[config.mk]
export PLATFORM = sky130hd
export DESIGN_NAME = ddr_rd_port_arbiter
export DESIGN_NICKNAME = d
export VERILOG_FILES = /design/src/rtl/ddr_rd_port_arbiter_pkg.sv /design/src/rtl/ddr_rd_port_arbiter_rr_arbiter.sv /design/src/rtl/ddr_rd_port_arbiter.sv
export SDC_FILE = /design/constraint.sdc
export NUM_CORES = 1
export LEC_CHECK = 0
export BUFFER_PORTS_ARGS = -buffer_cell sky130_fd_sc_hd__buf_4
export CORE_AREA = 2 2 283 285
export CTS_CLUSTER_DIAMETER = 60
export DETAILED_ROUTE_END_ITERATION = 8
export DIE_AREA = 0 0 285 287
export RECOVER_POWER = 25
export SKIP_LAST_GASP = 1
export SLEW_MARGIN = 20
export SYNTH_ARGS = -nofsm -noshare
export SYNTH_HDL_FRONTEND = slang
export SYNTH_HIERARCHICAL = 1
export SYNTH_SLANG_ARGS = --single-unit
[constraint.sdc]
create_clock -name ddr_clk_i -period 3.6 [get_ports ddr_clk_i]
set_input_delay 1.08 -clock ddr_clk_i [delete_from_list [all_inputs] [get_ports ddr_clk_i]]
set_output_delay 1.08 -clock ddr_clk_i [all_outputs]
set_load 0.1 [all_outputs]
[src/rtl/ddr_rd_port_arbiter_pkg.sv]
`default_nettype none
// ============================================================================
// Module      : ddr_rd_arb_pkg
// Description : Shared types and constants for the DDR read-port arbiter:
//               2-bit FSM state encodings, default parameter values and the
//               fixed burst-length width.
// Revision    : 1.0 - initial release
// ============================================================================
package ddr_rd_arb_pkg;

    localparam int C_LEN_W               = 8;
    localparam int C_DEF_ADDR_WIDTH      = 30;
    localparam int C_DEF_MEM_DATA_BITS   = 256;
    localparam int C_DEF_NUM_REQ         = 4;
    localparam int C_DEF_TIMEOUT_CYCLES  = 4096;

    typedef enum logic [1:0] {
        ARB_IDLE  = 2'd0,
        ARB_ISSUE = 2'd1,
        ARB_WAIT  = 2'd2,
        ARB_DONE  = 2'd3
    } arb_state_t;

endpackage
`default_nettype wire

[src/rtl/ddr_rd_port_arbiter_rr_arbiter.sv]
`default_nettype none
// ============================================================================
// Module      : rr_arbiter
// Description : Combinational round-robin pick. Returns the first set request
//               at or after the pointer (wrapping), as one-hot plus index.
// Revision    : 1.0 - initial release
// ============================================================================
module rr_arbiter #(
    parameter int NUM_REQ = 4,
    parameter int PTR_W   = 2
) (
    input  logic [NUM_REQ-1:0] req,
    input  logic [PTR_W-1:0]   ptr,
    output logic [NUM_REQ-1:0] gnt,
    output logic [PTR_W-1:0]   idx,
    output logic               any
);

    // One bit wider than the pointer so ptr+offset cannot overflow before wrap.
    logic [PTR_W:0] w_cand;

    // Scan from the pointer upward; the first hit wins.
    always_comb begin
        gnt    = '0;
        idx    = '0;
        any    = 1'b0;
        w_cand = '0;
        for (int off = 0; off < NUM_REQ; off++) begin
            w_cand = (PTR_W+1)'(ptr) + (PTR_W+1)'(off);
            if (w_cand >= (PTR_W+1)'(NUM_REQ)) begin
                w_cand = w_cand - (PTR_W+1)'(NUM_REQ);
            end
            if (!any && req[w_cand[PTR_W-1:0]]) begin
                gnt[w_cand[PTR_W-1:0]] = 1'b1;
                idx                    = w_cand[PTR_W-1:0];
                any                    = 1'b1;
            end
        end
    end

endmodule
`default_nettype wire

[src/rtl/ddr_rd_port_arbiter.sv]
`default_nettype none
// ============================================================================
// Module      : ddr_rd_port_arbiter
// Description : Round-robin arbiter sharing one DDR read port among NUM_REQ
//               burst requesters. Grant and burst descriptor are latched for
//               the whole transaction; return data is broadcast, valid and
//               finish are routed to the grantee.
//               Optional macro DDR_RD_ARB_TIMEOUT_EN adds a WAIT watchdog.
// Revision    : 1.0 - initial release
// ============================================================================
module ddr_rd_port_arbiter
    import ddr_rd_arb_pkg::*;
#(
    parameter real TCQ            = 0.1,
    parameter int  ADDR_WIDTH     = C_DEF_ADDR_WIDTH,
    parameter int  MEM_DATA_BITS  = C_DEF_MEM_DATA_BITS,
    parameter int  NUM_REQ        = C_DEF_NUM_REQ,
    parameter int  TIMEOUT_CYCLES = C_DEF_TIMEOUT_CYCLES
) (
    input  logic                          ddr_clk_i,
    input  logic                          ddr_rst_n_i,
    input  logic [NUM_REQ-1:0]            req_i,
    input  logic [NUM_REQ*C_LEN_W-1:0]    req_len_i,
    input  logic [NUM_REQ*ADDR_WIDTH-1:0] req_addr_i,
    output logic [NUM_REQ-1:0]            grant_o,
    output logic [NUM_REQ-1:0]            req_data_valid_o,
    output logic [MEM_DATA_BITS-1:0]      req_data_o,
    output logic [NUM_REQ-1:0]            req_finish_o,
    output logic                          rd_ddr_req_o,
    output logic [C_LEN_W-1:0]            rd_ddr_len_o,
    output logic [ADDR_WIDTH-1:0]         rd_ddr_addr_o,
    input  logic                          rd_ddr_data_valid_i,
    input  logic [MEM_DATA_BITS-1:0]      rd_ddr_data_i,
    input  logic                          rd_ddr_finish_i,
    output logic                          arb_busy_o,
    output logic                          timeout_o
);

    localparam int PTR_W = $clog2(NUM_REQ);

    arb_state_t              r_state;
    arb_state_t              w_state_nxt;
    logic [NUM_REQ-1:0]      r_grant;
    logic [PTR_W-1:0]        r_grant_idx;
    logic [PTR_W-1:0]        r_ptr;
    logic                    r_ddr_req;
    logic [C_LEN_W-1:0]      r_len;
    logic [ADDR_WIDTH-1:0]   r_addr;
    logic [NUM_REQ-1:0]      w_pick_gnt;
    logic [PTR_W-1:0]        w_pick_idx;
    logic                    w_pick_any;
    logic                    w_timeout;

    rr_arbiter #(
        .NUM_REQ (NUM_REQ),
        .PTR_W   (PTR_W)
    ) u_rr_arbiter (
        .req (req_i),
        .ptr (r_ptr),
        .gnt (w_pick_gnt),
        .idx (w_pick_idx),
        .any (w_pick_any)
    );

    // Next-state decode; a timeout exits WAIT the same way a finish does.
    always_comb begin
        w_state_nxt = r_state;
        case (r_state)
            ARB_IDLE:  if (w_pick_any) w_state_nxt = ARB_ISSUE;
            ARB_ISSUE: w_state_nxt = ARB_WAIT;
            ARB_WAIT:  if (rd_ddr_finish_i || w_timeout) w_state_nxt = ARB_DONE;
            ARB_DONE:  w_state_nxt = ARB_IDLE;
            default:   w_state_nxt = ARB_IDLE;
        endcase
    end

    // State, grant, descriptor latch, DDR request and priority pointer.
    always_ff @(posedge ddr_clk_i or negedge ddr_rst_n_i) begin
        if (!ddr_rst_n_i) begin
            r_state     <= ARB_IDLE;
            r_grant     <= '0;
            r_grant_idx <= '0;
            r_ptr       <= '0;
            r_ddr_req   <= 1'b0;
            r_len       <= '0;
            r_addr      <= '0;
        end else begin
            r_state <= w_state_nxt;
            case (r_state)
                ARB_IDLE: begin
                    if (w_pick_any) begin
                        r_grant     <= w_pick_gnt;
                        r_grant_idx <= w_pick_idx;
                        r_len       <= req_len_i[w_pick_idx*C_LEN_W +: C_LEN_W];
                        r_addr      <= req_addr_i[w_pick_idx*ADDR_WIDTH +: ADDR_WIDTH];
                        r_ddr_req   <= 1'b1;
                    end
                end
                ARB_DONE: begin
                    r_grant   <= '0;
                    r_ddr_req <= 1'b0;
                    r_ptr     <= (r_grant_idx == PTR_W'(NUM_REQ-1)) ? '0 : r_grant_idx + 1'b1;
                end
                default: begin
                    // Request drops at the first sign the DDR side has accepted it.
                    if (rd_ddr_data_valid_i || rd_ddr_finish_i || (w_state_nxt == ARB_DONE)) begin
                        r_ddr_req <= 1'b0;
                    end
                end
            endcase
        end
    end

`ifdef DDR_RD_ARB_TIMEOUT_EN
    localparam int WD_W = $clog2(TIMEOUT_CYCLES + 1);

    logic [WD_W-1:0] r_wd_cnt;

    // Watchdog counts WAIT cycles since entry or since the last data beat.
    always_ff @(posedge ddr_clk_i or negedge ddr_rst_n_i) begin
        if (!ddr_rst_n_i) begin
            r_wd_cnt <= '0;
        end else if ((r_state == ARB_ISSUE) || ((r_state == ARB_WAIT) && rd_ddr_data_valid_i)) begin
            r_wd_cnt <= '0;
        end else if ((r_state == ARB_WAIT) && !w_timeout) begin
            r_wd_cnt <= r_wd_cnt + 1'b1;
        end
    end

    assign w_timeout = (r_state == ARB_WAIT) && (r_wd_cnt == WD_W'(TIMEOUT_CYCLES));
`else
    assign w_timeout = 1'b0;
`endif

    assign grant_o          = r_grant;
    assign req_data_valid_o = {NUM_REQ{rd_ddr_data_valid_i}} & r_grant;
    assign req_data_o       = rd_ddr_data_i;
    assign req_finish_o     = {NUM_REQ{rd_ddr_finish_i || w_timeout}} & r_grant;
    assign rd_ddr_req_o     = r_ddr_req;
    assign rd_ddr_len_o     = r_len;
    assign rd_ddr_addr_o    = r_addr;
    assign arb_busy_o       = (r_state != ARB_IDLE);
    assign timeout_o        = w_timeout;

endmodule
`default_nettype wire

-- Word level (Yosys, flattened, before mapping)
Cells that the tools add are included.
- bits in registers: 49
- output and inout bits: 309
- add/sub/neg operators: 8
- $mul: 1
- magnitude comparators: 12
- eq/ne operators: 6
- shift operators: 2
- muxes and demuxes: 41
- bitwise gates (word level): 5
- reductions and logical operators: 19
- operator list (operator ; number):
    120-bit by 8-bit variable part select with 30-bit output ; 1
    32-bit by 6-bit variable part select with 8-bit output ; 1
    2-bit 2-to-1 mux ; 11
    4-bit 2-to-1 mux ; 5
    1-bit 2-to-1 mux ; 14
    2-bit by 3-bit < comparator with 1-bit output (second input constant) ; 4
    4-bit bitwise OR ; 3
    3-bit greater-or-equal comparator (second input constant) ; 3
    4-bit AND ; 2
    1-bit binary-select mux with 2-bit select ; 4
    1-bit demux with 2-bit select ; 4
    2-bit equality test (second input constant) ; 4
    2-bit by 1-bit greater-or-equal comparator with 1-bit output (second input constant) ; 4
    2-bit case mux with 4 select lines ; 1
    4-bit case mux with 2 select lines ; 1
    2-bit by 1-bit subtractor with 2-bit output (second input constant) ; 4
    1-bit logical AND ; 7
    2-bit by 2-bit adder with 3-bit output (second input constant) ; 2
    2-bit by 4-bit multiplier with 6-bit output (second input constant) ; 1
    2-bit AND reduction ; 3
    2-bit nonzero test ; 2
    2-bit by 1-bit adder with 3-bit output (second input constant) ; 1
    2-bit by 3-bit greater-or-equal comparator with 1-bit output (second input constant) ; 1
    1-bit zero test ; 3
    7 further kinds ; 8

-- Depth between registers and ports, before layout
Gate-level depths: netlist of run 1.
- word-level depth: 20
- gate-level depth with buffers: 13
- depth with buffers taken out: 8

-- Modules after synthesis
The synthesis of run 1 kept the hierarchy.
- by module, submodules not included (module ; instances ; cells an instance ; area an instance (µm²)):
    ddr_rd_port_arbiter ; 1 ; 523 ; 4957.3
    rr_arbiter ; 1 ; 45 ; 419.2

-- Least setup slack after synthesis of run 1
No wires, ideal clock.
- kind: input -> register
- start point: input req_i[2]
- end point: register r_addr[28] (netlist: rd_ddr_addr_o[28])
- setup time: 0.137 ns
- data arrival time: 2.932 ns
- data required time: 3.463 ns
- slack: 0.531 ns
- cell stages on the path: 10
- cell sequence: mux4_2 > buf_6 > and2b_2 > o21ai_0 > o31ai_1 > buf_2 > buf_4 > buf_4 > mux2i_1 > o221ai_2
- longest elaborated chain between the ends: 14
- RTL lines (what ; RTL line ; source):
    start: declaration ; ddr_rd_port_arbiter.sv:22 ; input logic [NUM_REQ-1:0] req_i,
    1-bit binary-select mux with 2-bit select ; ddr_rd_port_arbiter_rr_arbiter.sv:33 ; if (!any && req[w_cand[PTR_W-1:0]]) begin
    1-bit 2-to-1 mux (not written as such) ; ddr_rd_port_arbiter_rr_arbiter.sv:33 ;
    1-bit 2-to-1 mux ; ddr_rd_port_arbiter_rr_arbiter.sv:33 ;
    1-bit zero test ; ddr_rd_port_arbiter_rr_arbiter.sv:33 ;
    1-bit logical AND ; ddr_rd_port_arbiter_rr_arbiter.sv:33 ;
    1-bit 2-to-1 mux ; ddr_rd_port_arbiter_rr_arbiter.sv:33 ;
    1-bit zero test ; ddr_rd_port_arbiter_rr_arbiter.sv:33 ;
    1-bit logical AND ; ddr_rd_port_arbiter_rr_arbiter.sv:33 ;
    1-bit 2-to-1 mux ; ddr_rd_port_arbiter_rr_arbiter.sv:33 ;
    1-bit zero test ; ddr_rd_port_arbiter_rr_arbiter.sv:33 ;
    1-bit logical AND ; ddr_rd_port_arbiter_rr_arbiter.sv:33 ;
    2-bit 2-to-1 mux (*) ; ddr_rd_port_arbiter_rr_arbiter.sv:33 ;
    net w_pick_idx[0] ; ddr_rd_port_arbiter.sv:50 ; logic [PTR_W-1:0] w_pick_idx;
    2-bit by 4-bit multiplier with 6-bit output (*) ; ddr_rd_port_arbiter.sv:95 ; r_addr <= req_addr_i[w_pick_idx*ADDR_WIDTH +: ADDR_WIDTH];
    120-bit by 8-bit variable part select with 30-bit output (*) ; ddr_rd_port_arbiter.sv:95 ;
    end signal: assignment ; ddr_rd_port_arbiter.sv:95 ;
    end: declaration ; ddr_rd_port_arbiter.sv:48 ; logic [ADDR_WIDTH-1:0] r_addr;
The timed path passes the listed nets; every way through them passes the cells marked *. The select of a mux whose other input is x is not followed.
A chain may end at the register's enable or synchronous reset.

-- Worst setup path after layout of run 1
- start point: input req_i[2]
- end point: register r_addr[11] (netlist: rd_ddr_addr_o[11])
The elaborated chain is that of the path after synthesis.

==> summary.md, run 1 <==
| Metric | Value |
|---|---|
| GRT Resource Usage Total | 0.0541 |
| Total core area | 78600 µm² |
| CP bufs+invs | 1 |
| Share of post-route cells with drive strength above 1 | 0.455 |
| Synth Area in Adders | 0.0209 |
| Slew HR | -0.114 |
| Number of global-route vias before repair | 4037 |
| Static leakage | 2.59 nW |
| Instance count of the mapped netlist | 568 |
| Final period util | 0.893 |
| Nets | 947 |
| Clock tree buffer depth | 2 |
| Commonest non-fill, non-tap cell in the layout | buf_4 |
| Worst EP required | 3.78 ns |
| Util after Layout | 0.0817 |
| TritonCTS clock tree | built |
| Failing checks | capacitance limit, slew limit |
| Slowest stage delay, CP | 0.68 ns |
| H-tree level count | 2 |
| Clock Skew | 0.0127 ns |
| Xor-xnor portion of the synthesized cell area | 0 |
| Initial core utilization | 0.0684 |
| Hold Vio Cnt, Final | 0 |
| First-pass GRT wire length | 30200 µm |
| Synth Area in Simple Gates | 0.0559 |
| Ports | 725 |
| Crit Path Max Fanout | 38 |
| Post-CTS Setup Bufs | 0 |
| Pwr/cell area | 1080 nW/µm² |
| Fmax | 0.311 GHz |
| Die ar. | 81800 µm² |
| Status | complete, but fails checks |
| Row Count | 103 |
| Worst min-delay path category | flop to flop |
| CTS Buf Count | 5 |
| Combinational family with the most area after synthesis | buffers and inverters |
| Sink Count | 49 |
| CP max-delay cell | or2_4 |
| Die Wd | 285 µm |
| EDFF count, synth | 0 |
| Final setup viols | 0 |
| Vias | 3839 |
| Post-DP HPWL | 17800 µm |
| Syn Nets | 993 |
| Mux cell area share after synthesis | 0.172 |
| Gpl congestion | 0.700 |
| CTS Hold Bufs | 0 |
| Register area share after synthesis | 0.228 |
| Crit end category | flop |
| Most frequent cells in the layout | buf_4, mux2i_1, dfrtp_1, nand2_1, clkbuf_1 |
| Crit-path cells | buf_4 > mux4_2 > o311ai_0 > a32o_1 > or2_4 > o221ai_1 |
| DR vias/cell | 2.44 |
| Worst setup SP type | input pin |
| Root Driver | clkbuf_16 |
| Final min period | 3.22 ns |
| Starting DRT DRC Count | 116 |
| Slew @ Worst Pin | 1.67 ns |
| Worst EP arrival | 3.40 ns |
| Post-Route WL | 23000 µm |
| Slew Limit Fails | 50 |
| Wire per inst | 14.6 µm |
| Skew-Pair Late Insertion Delay | 0.33 ns |
| Syn avg cell area | 9.47 µm² |
| Max_cap viols | 1 |
| Share of flip-flops with an asynchronous set or reset | 1.00 |
| Post-CTS Resized | 0 |
| Compound-cell area share of the yosys netlist | 0.127 |
| Cell Area, Synth | 5380 µm² |
| Port bufs | 211 |
| First-pass DRT Iterations | 4 |
| Layout area overhead | 19.4% |
| Worst vdd ir | 542 µV |
| Chip Height | 287 µm |
| Synth cell types | 37 |
| Initial antenna violation count | 0 |
| Crit Path Class | input pin to flop |
| Synth Flop Type | dfrtp_1 |
| Top Family by Delay on Critical Path | compound AO/OA/AOI/OAI gates |
| Warnings from Yosys | 6 |
| RSZ-0062 raised after global routing | false |
| Drt drc | 0 |
| FF+latch count, synth | 49 |
| Grt total ovfl | 0 |
| Final WS setup | 0.385 ns |
| CTS clk-pin slew, worst paths | 0.10 ns |
| Routed Antenna Nets | 0 |
| Largest net degree at the start of global routing | 50 |
| Place WS | -0.00335 ns |
## cells in the mapped netlist (all sizes together), types with 2 or more instances
library cell / number / share of area
a21oi: 2 / 0.0019
a22o: 8 / 0.013
a22oi: 8 / 0.011
and2: 8 / 0.0093
buf: 277 / 0.39
clkbuf: 5 / 0.0035
dfrtp: 49 / 0.23
ha: 9 / 0.021
inv: 9 / 0.0063
mux2: 5 / 0.010
mux2i: 77 / 0.14
mux4: 4 / 0.018
nand2: 42 / 0.030
nor2: 4 / 0.0028
o21ai: 7 / 0.0065
o221ai: 38 / 0.085
## kinds of logic after synthesis
| kind of cell | Yosys count |
|---|---|
| AND/OR/NAND/NOR | 63 |
| AO/OA/AOI/OAI | 69 |
| flip-flops | 49 |
| other | 1 |
| buffers and inverters | 291 |
| adder cells (fa/ha/maj) | 9 |
| multiplexers | 86 |
## routing by layer
layer  up-vias  part of all wire  track usage
met2       406              0.42       0.0777
met4         4              0.10       0.0547
met5         -            0.0060       0.0116
li1       1614                 -            -
met1      1665              0.31       0.0488
met3       150              0.16       0.0376
## layout make-up
class / count / area (µm²)
Fill cell: 9276 / 72200
Antenna cell: 1 / 2.50
Inverter: 9 / 33.8
Clock inverter: 2 / 10.0
Sequential cell: 49 / 1230
Tap cell: 1050 / 1310
Timing Repair Buffer: 229 / 1650
Multi-Input combinational cell: 228 / 2050
Clock buffer: 6 / 129
## registers in the layout, indices dropped and copies added (netlist names)
signal         cells
r_grant_idx        2
rd_ddr_req_o       1
rd_ddr_len_o       8
grant_o            4
r_ptr              2
rd_ddr_addr_o     30
r_state            2
## worst register-to-register path: stages (launching register included)
cell and delay [ns]:
dfrtp_1 0.35, buf_4 0.22, mux4_2 0.65, o311ai_0 0.39
a32o_1 0.26, or2_4 0.68, o221ai_1 0.27
## final timing paths
check,start,endpoint,slack (ns),depth (start not counted)
worst max-delay path,req_i[2],rd_ddr_addr_o[11],0.38,6
worst min-delay path,r_grant_idx[1],r_grant_idx[1],0.49,2
worst max register to register,r_ptr[0],rd_ddr_addr_o[11],0.63,6
worst min register to register,r_grant_idx[1],r_grant_idx[1],0.49,2
max in group asynchronous,ddr_rst_n_i,rd_ddr_addr_o[23],1.41,1
min in group asynchronous,ddr_rst_n_i,rd_ddr_addr_o[5],1.15,1
## power breakdown
group	leakage (nW)	switching, mW	internal, mW
registers	0.610	0.178	0.833
clock network	0.0706	0.307	0.260
logic	1.91	3.77	1.62
total	2.59	4.25	2.71
## stage by stage
step / cell area [µm²] / hold slack (ns) / power, mW / TNS, ns / std cells
floorplan: 5380 / 0.451 / 6.42 / 0 / 568
global placement: 6400 / 0.463 / 6.61 / 0 / 1565
detailed placement: 6400 / 0.469 / 6.64 / -0.00531 / 1565
CTS: 6540 / 0.493 / 7.27 / 0 / 1573
global route: 6420 / 0.517 / 7.40 / 0 / 1573
finish: 6420 / 0.491 / 6.96 / 0 / 1574
Power figures use the tool's default switching activity.
==> inputs of run 2 (changes only) <==
--- a/config.mk
+++ b/config.mk
@@ -7,6 +7,7 @@
 export LEC_CHECK = 0
 export BUFFER_PORTS_ARGS = -buffer_cell sky130_fd_sc_hd__buf_4
 export CORE_AREA = 2 2 283 285
+export CTS_BUF_LIST = sky130_fd_sc_hd__clkbuf_16
 export CTS_CLUSTER_DIAMETER = 60
 export DETAILED_ROUTE_END_ITERATION = 8
 export DIE_AREA = 0 0 285 287
==> run 2 against run 1 <==
Against the previous run:
- the flow still finishes with violations (capacitance limit, slew limit)
- clock-buffer cell count decreased by 1
- clock skew unchanged
- hold slack unchanged
- register-to-register slack about the same
- cell count unchanged
- sequential power about the same
- via count unchanged
- worst setup slack unchanged
- first-iteration DRC count unchanged
==> summary.md, run 2 (same netlist as run 1, synthesis figures left out) <==
| Metric | Value |
|---|---|
| Port bufs | 211 |
| Clock Skew | 0.0127 ns |
| Worst vdd ir | 542 µV |
| Max FFs per register | 30 |
| Static leakage | 2.60 nW |
| Final setup viols | 0 |
| Starting DRT DRC Count | 116 |
| Drt drc | 0 |
| Grt total ovfl | 0 |
| WHS | 0.491 ns |
| RSZ-0062 raised after global routing | false |
| Fmax | 0.311 GHz |
| CTS Hold Bufs | 0 |
| Wire per inst | 14.6 µm |
| Die Wd | 285 µm |
| Slew Limit Fails | 50 |
| Die ar. | 81800 µm² |
| Post-DP HPWL | 17800 µm |
| Reg area | 1230 µm² |
| First-pass DRT Iterations | 4 |
| Row Count | 103 |
| Hold Vio Cnt, Final | 0 |
| Initial antenna violation count | 0 |
| Worst min-delay path category | flop to flop |
| Number of global-route vias before repair | 4037 |
| Skew-Pair Late Insertion Delay | 0.33 ns |
| Initial core utilization | 0.0684 |
| Gpl congestion | 0.700 |
| Total core area | 78600 µm² |
| Vias | 3839 |
| Fillers | 9276 |
| Failing checks | capacitance limit, slew limit |
| Dpl cell area | 6400 µm² |
| Commonest non-fill, non-tap cell in the layout | buf_4 |
| Chip Height | 287 µm |
| TritonCTS clock tree | built |
| Worst EP arrival | 3.40 ns |
| Multi-input logic area | 2050 µm² |
| Root Driver | clkbuf_16 |
| Nets | 947 |
| Pwr/cell area | 1080 nW/µm² |
| Design Area, Final | 6420 µm² |
| Ports | 725 |
| Max_cap viols | 1 |
| Final WS setup | 0.385 ns |
| Share of post-route cells with drive strength above 1 | 0.455 |
| Most frequent cells in the layout | buf_4, mux2i_1, dfrtp_1, nand2_1, clkbuf_1 |
| DR vias/cell | 2.44 |
| Largest net degree at the start of global routing | 50 |
| Final min period | 3.22 ns |
| Final period util | 0.893 |
| Post-CTS Resized | 0 |
| Crit Path Class | input pin to flop |
| Post-Route WL | 23000 µm |
| Layout area overhead | 19.4% |
| Post-CTS Setup Bufs | 0 |
| Worst EP required | 3.78 ns |
| Crit Path Max Fanout | 38 |
| Slew HR | -0.114 |
| Total Power | 6.96 mW |
| First-pass GRT wire length | 30200 µm |
| Worst setup SP type | input pin |
| GRT Resource Usage Total | 0.0541 |
| Place WS | -0.00335 ns |
| Routed Antenna Nets | 0 |
| Status | complete, but fails checks |
| CTS clk-pin slew, worst paths | 0.10 ns |
| Slew @ Worst Pin | 1.67 ns |
| Crit end category | flop |
| H-tree level count | 2 |
| CTS Buf Count | 5 |
| Sink Count | 49 |
| Clock tree buffer depth | 2 |
-- run 2: routing by layer --
metal	wire, µm	vias up	track usage
li1	-	1614	-
met1	7190	1665	0.0488
met2	9600	406	0.0777
met3	3800	150	0.0376
met4	2310	4	0.0547
met5	138	-	0.0116
-- run 2: final timing paths --
| check | start | to | slack [ns] | depth (start not counted) |
|---|---|---|---|---|
| min in group asynchronous | ddr_rst_n_i | rd_ddr_addr_o[5] | 1.15 | 1 |
| min reg2reg | r_grant_idx[1] | r_grant_idx[1] | 0.49 | 2 |
| min | r_grant_idx[1] | r_grant_idx[1] | 0.49 | 2 |
| max in group asynchronous | ddr_rst_n_i | rd_ddr_addr_o[23] | 1.41 | 1 |
| max reg2reg | r_ptr[0] | rd_ddr_addr_o[11] | 0.63 | 6 |
| max | req_i[2] | rd_ddr_addr_o[11] | 0.38 | 6 |
-- run 2: power breakdown --
| group | internal [mW] | switching, mW | leakage [nW] | total (mW) |
|---|---|---|---|---|
| logic | 1.62 | 3.77 | 1.91 | 5.38 |
| clock network | 0.257 | 0.307 | 0.0748 | 0.564 |
| registers | 0.833 | 0.178 | 0.610 | 1.01 |
-- run 2: cell type report --
type                    instances  area share
diodes                          1    0.000390
flip-flops and latches         49       0.191
clock buffers                   5      0.0195
repair buffers                229       0.257
inverters                       9     0.00526
multi-input cells             228       0.320
clock inverters                 3     0.00214
well taps                    1050       0.205
-- run 2: critical path: stages --
cell and delay [ns]:
buf_4 0.13, mux4_2 0.59, o311ai_0 0.39, a32o_1 0.26, or2_4 0.68, o221ai_1 0.20
-- run 2: metrics by stage --
stage / util / TNS [ns] / cells
3_5_place_dp: 0.0814 / -0.00531 / 1565
3_3_place_gp: 0.0814 / 0 / 1565
2_1_floorplan: - / 0 / 568
4_1_cts: 0.0831 / 0 / 1573
6_report: 0.0817 / 0 / 1574
5_1_grt: 0.0816 / 0 / 1573
==> inputs of run 3 (changes only) <==
--- a/config.mk
+++ b/config.mk
@@ -6,11 +6,11 @@
 export NUM_CORES = 1
 export LEC_CHECK = 0
 export BUFFER_PORTS_ARGS = -buffer_cell sky130_fd_sc_hd__buf_4
-export CORE_AREA = 2 2 283 285
-export CTS_BUF_LIST = sky130_fd_sc_hd__clkbuf_16
+export CORE_AREA = 2 2 279 281
+export CTS_BUF_LIST = sky130_fd_sc_hd__clkbuf_2
 export CTS_CLUSTER_DIAMETER = 60
 export DETAILED_ROUTE_END_ITERATION = 8
-export DIE_AREA = 0 0 285 287
+export DIE_AREA = 0 0 281 283
 export RECOVER_POWER = 25
 export SKIP_LAST_GASP = 1
 export SLEW_MARGIN = 20
==> run 3 against run 2 <==
Against the previous run:
- the run still ends with capacitance limit, slew limit left
- via count down 0.39%
- maximum frequency up 4.1%
- highest routed layer unchanged
- hold slack better by 0.042 ns
==> summary.md, run 3 (same netlist as run 1, synthesis figures left out) <==
| Metric | Value |
|---|---|
| Status | complete, but fails checks |
| Failing checks | capacitance limit, slew limit |
| TNS Setup | 0 ns |
| Chip Height | 283 µm |
| Internal power | 2.73 mW |
| Final min period | 3.09 ns |
| Critical path origin | r_ptr[1] |
| Fmax | 0.324 GHz |
| DR vias/cell | 2.45 |
| Row Count | 102 |
| Worst EP required | 4.13 ns |
| Slew HR | -0.172 |
| CTS clk-pin slew, worst paths | 0.38 ns |
| CTS Hold Bufs | 0 |
| Final period util | 0.858 |
| Critical Path Most Common Cell | buf_4 |
| Worst min-delay path category | flop to flop |
| Flop pwr share | 0.148 |
| Switching share of power | 0.609 |
| Largest net degree at the start of global routing | 50 |
| Worst r2r src | r_ptr[1] |
| Crit end category | flop |
| Post-Route WL | 24100 µm |
| Worst vdd ir | 462 µV |
| Drt drc | 0 |
| Non-filler cells in the finished layout | 1562 |
| Max FFs per register | 30 |
| First-pass GRT wire length | 31200 µm |
| Clock tree buffer depth | 2 |
| Static leakage | 2.68 nW |
| Initial core utilization | 0.0701 |
| Clock Skew | 0.0731 ns |
| End point of the critical path | rd_ddr_addr_o[14] |
| Final setup viols | 0 |
| H-tree level count | 2 |
| Hold Vio Cnt, Final | 0 |
| Crit Path Max Fanout | 15 |
| Most frequent cells in the layout | buf_4, mux2i_1, dfrtp_1, nand2_1, o221ai_2 |
| Slack of the worst reg-to-reg path | 0.51 ns |
| CTS Buf Count | 5 |
| Starting DRT DRC Count | 132 |
| Worst EP arrival | 3.62 ns |
| Number of global-route vias before repair | 4087 |
| Post-CTS Setup Bufs | 0 |
| Pwr/cell area | 1080 nW/µm² |
| Root Driver | clkbuf_2 |
| Slew @ Worst Pin | 1.76 ns |
| Nets | 945 |
| GRT Resource Usage Total | 0.0587 |
| Dpl cells | 1553 |
| Combinational fraction of design power | 0.793 |
| Ports | 725 |
| Fillers | 8957 |
| Die ar. | 79500 µm² |
| Slew Limit Fails | 50 |
| RSZ-0062 raised after global routing | false |
| Clk pwr share | 0.058 |
| CP max-delay cell | dfrtp_1 |
| Slowest stage delay, CP | 0.62 ns |
| Skew-Pair Late Insertion Delay | 0.65 ns |
| CP bufs+invs | 3 |
| Total core area | 76700 µm² |
| Sink Count | 49 |
| First-pass DRT Iterations | 4 |
| Post-CTS Resized | 0 |
| Post-DP HPWL | 18800 µm |
| Top Family by Delay on Critical Path | flip-flops |
| Port bufs | 211 |
| Worst setup SP type | flop |
| Layout area overhead | 20.2% |
| Commonest non-fill, non-tap cell in the layout | buf_4 |
| Die Wd | 281 µm |
| Wire per inst | 15.4 µm |
| Gpl congestion | 0.708 |
| Psw | 4.24 mW |
| Number of cells on the critical path | 10 |
| Crit Path Class | flop to flop |
| Max_cap viols | 1 |
| Initial antenna violation count | 3 |
| Vias | 3824 |
| R2R Path End | rd_ddr_addr_o[14] |
| WHS | 0.534 ns |
| R2r worst-path depth | 10 |
| Share of post-route cells with drive strength above 1 | 0.514 |
| Crit-path cells | inv_1 > ha_1 > mux4_2 > buf_4 > nor4_1 > nor2_1 > a32o_1 > or2_4 > buf_4 > o221ai_1 |
| Routed Antenna Nets | 0 |
| TritonCTS clock tree | built |
| Grt total ovfl | 0 |
## run 3: power by group through the flow
| stage | logic [mW] | registers, mW | clock network (mW) |
|---|---|---|---|
| 2_1_floorplan | 3.83 | 2.60 | 0 |
| 3_3_place_gp | 5.63 | 1.05 | 0 |
| 3_5_place_dp | 5.67 | 1.04 | 0 |
| 4_1_cts | 5.66 | 1.04 | 0.479 |
| 5_1_grt | 5.89 | 1.08 | 0.487 |
| 6_report | 5.53 | 1.03 | 0.407 |
## run 3: through the flow
step	worst slack [ns]	utilization	area, µm²	power [mW]
after detailed placement	0.122	0.0834	6390	6.71
after global placement	0.143	0.0834	6390	6.69
after floorplan	0.531	-	5380	6.42
after global routing	0.333	0.0843	6460	7.46
final	0.513	0.0843	6460	6.97
after CTS	0.430	0.0843	6460	7.18
## run 3: layout make-up
type	count	area, µm²	share of cell area
antenna	1	2.50	0.000387
inverter	9	33.8	0.00523
clock inverter	2	38.8	0.00600
clock buffer	6	30.0	0.00465
timing repair buffer	227	1780	0.275
multi-input combinational	228	2050	0.318
tap	1040	1300	0.201
sequential	49	1230	0.190
## run 3: how the worst min path moves through the flow
stage	from	endpoint	slack, ns	cells past startpoint
5_1_grt	req_len_i[21]	rd_ddr_len_o[5]	0.52	3
3_5_place_dp	r_grant_idx[1]	r_grant_idx[1]	0.47	2
4_1_cts	ddr_rst_n_i	rd_ddr_addr_o[0]	0.34	1
2_1_floorplan	r_grant_idx[1]	r_grant_idx[1]	0.45	2
3_3_place_gp	r_grant_idx[1]	r_grant_idx[1]	0.47	2
6_report	r_grant_idx[1]	r_grant_idx[1]	0.53	2
## run 3: per-layer routing
layer,vias up,wire (µm),GRT usage
met3,156,3110,0.0303
met1,1687,8020,0.0551
met2,373,10400,0.0889
met4,2,2550,0.0615
li1,1606,-,-
met5,-,13,0
## run 3: worst min-delay path, cell delays in order (launching register included)
cell and delay, ns:
dfrtp_1 0.44, nand2_1 0.05, nand2_1 0.06
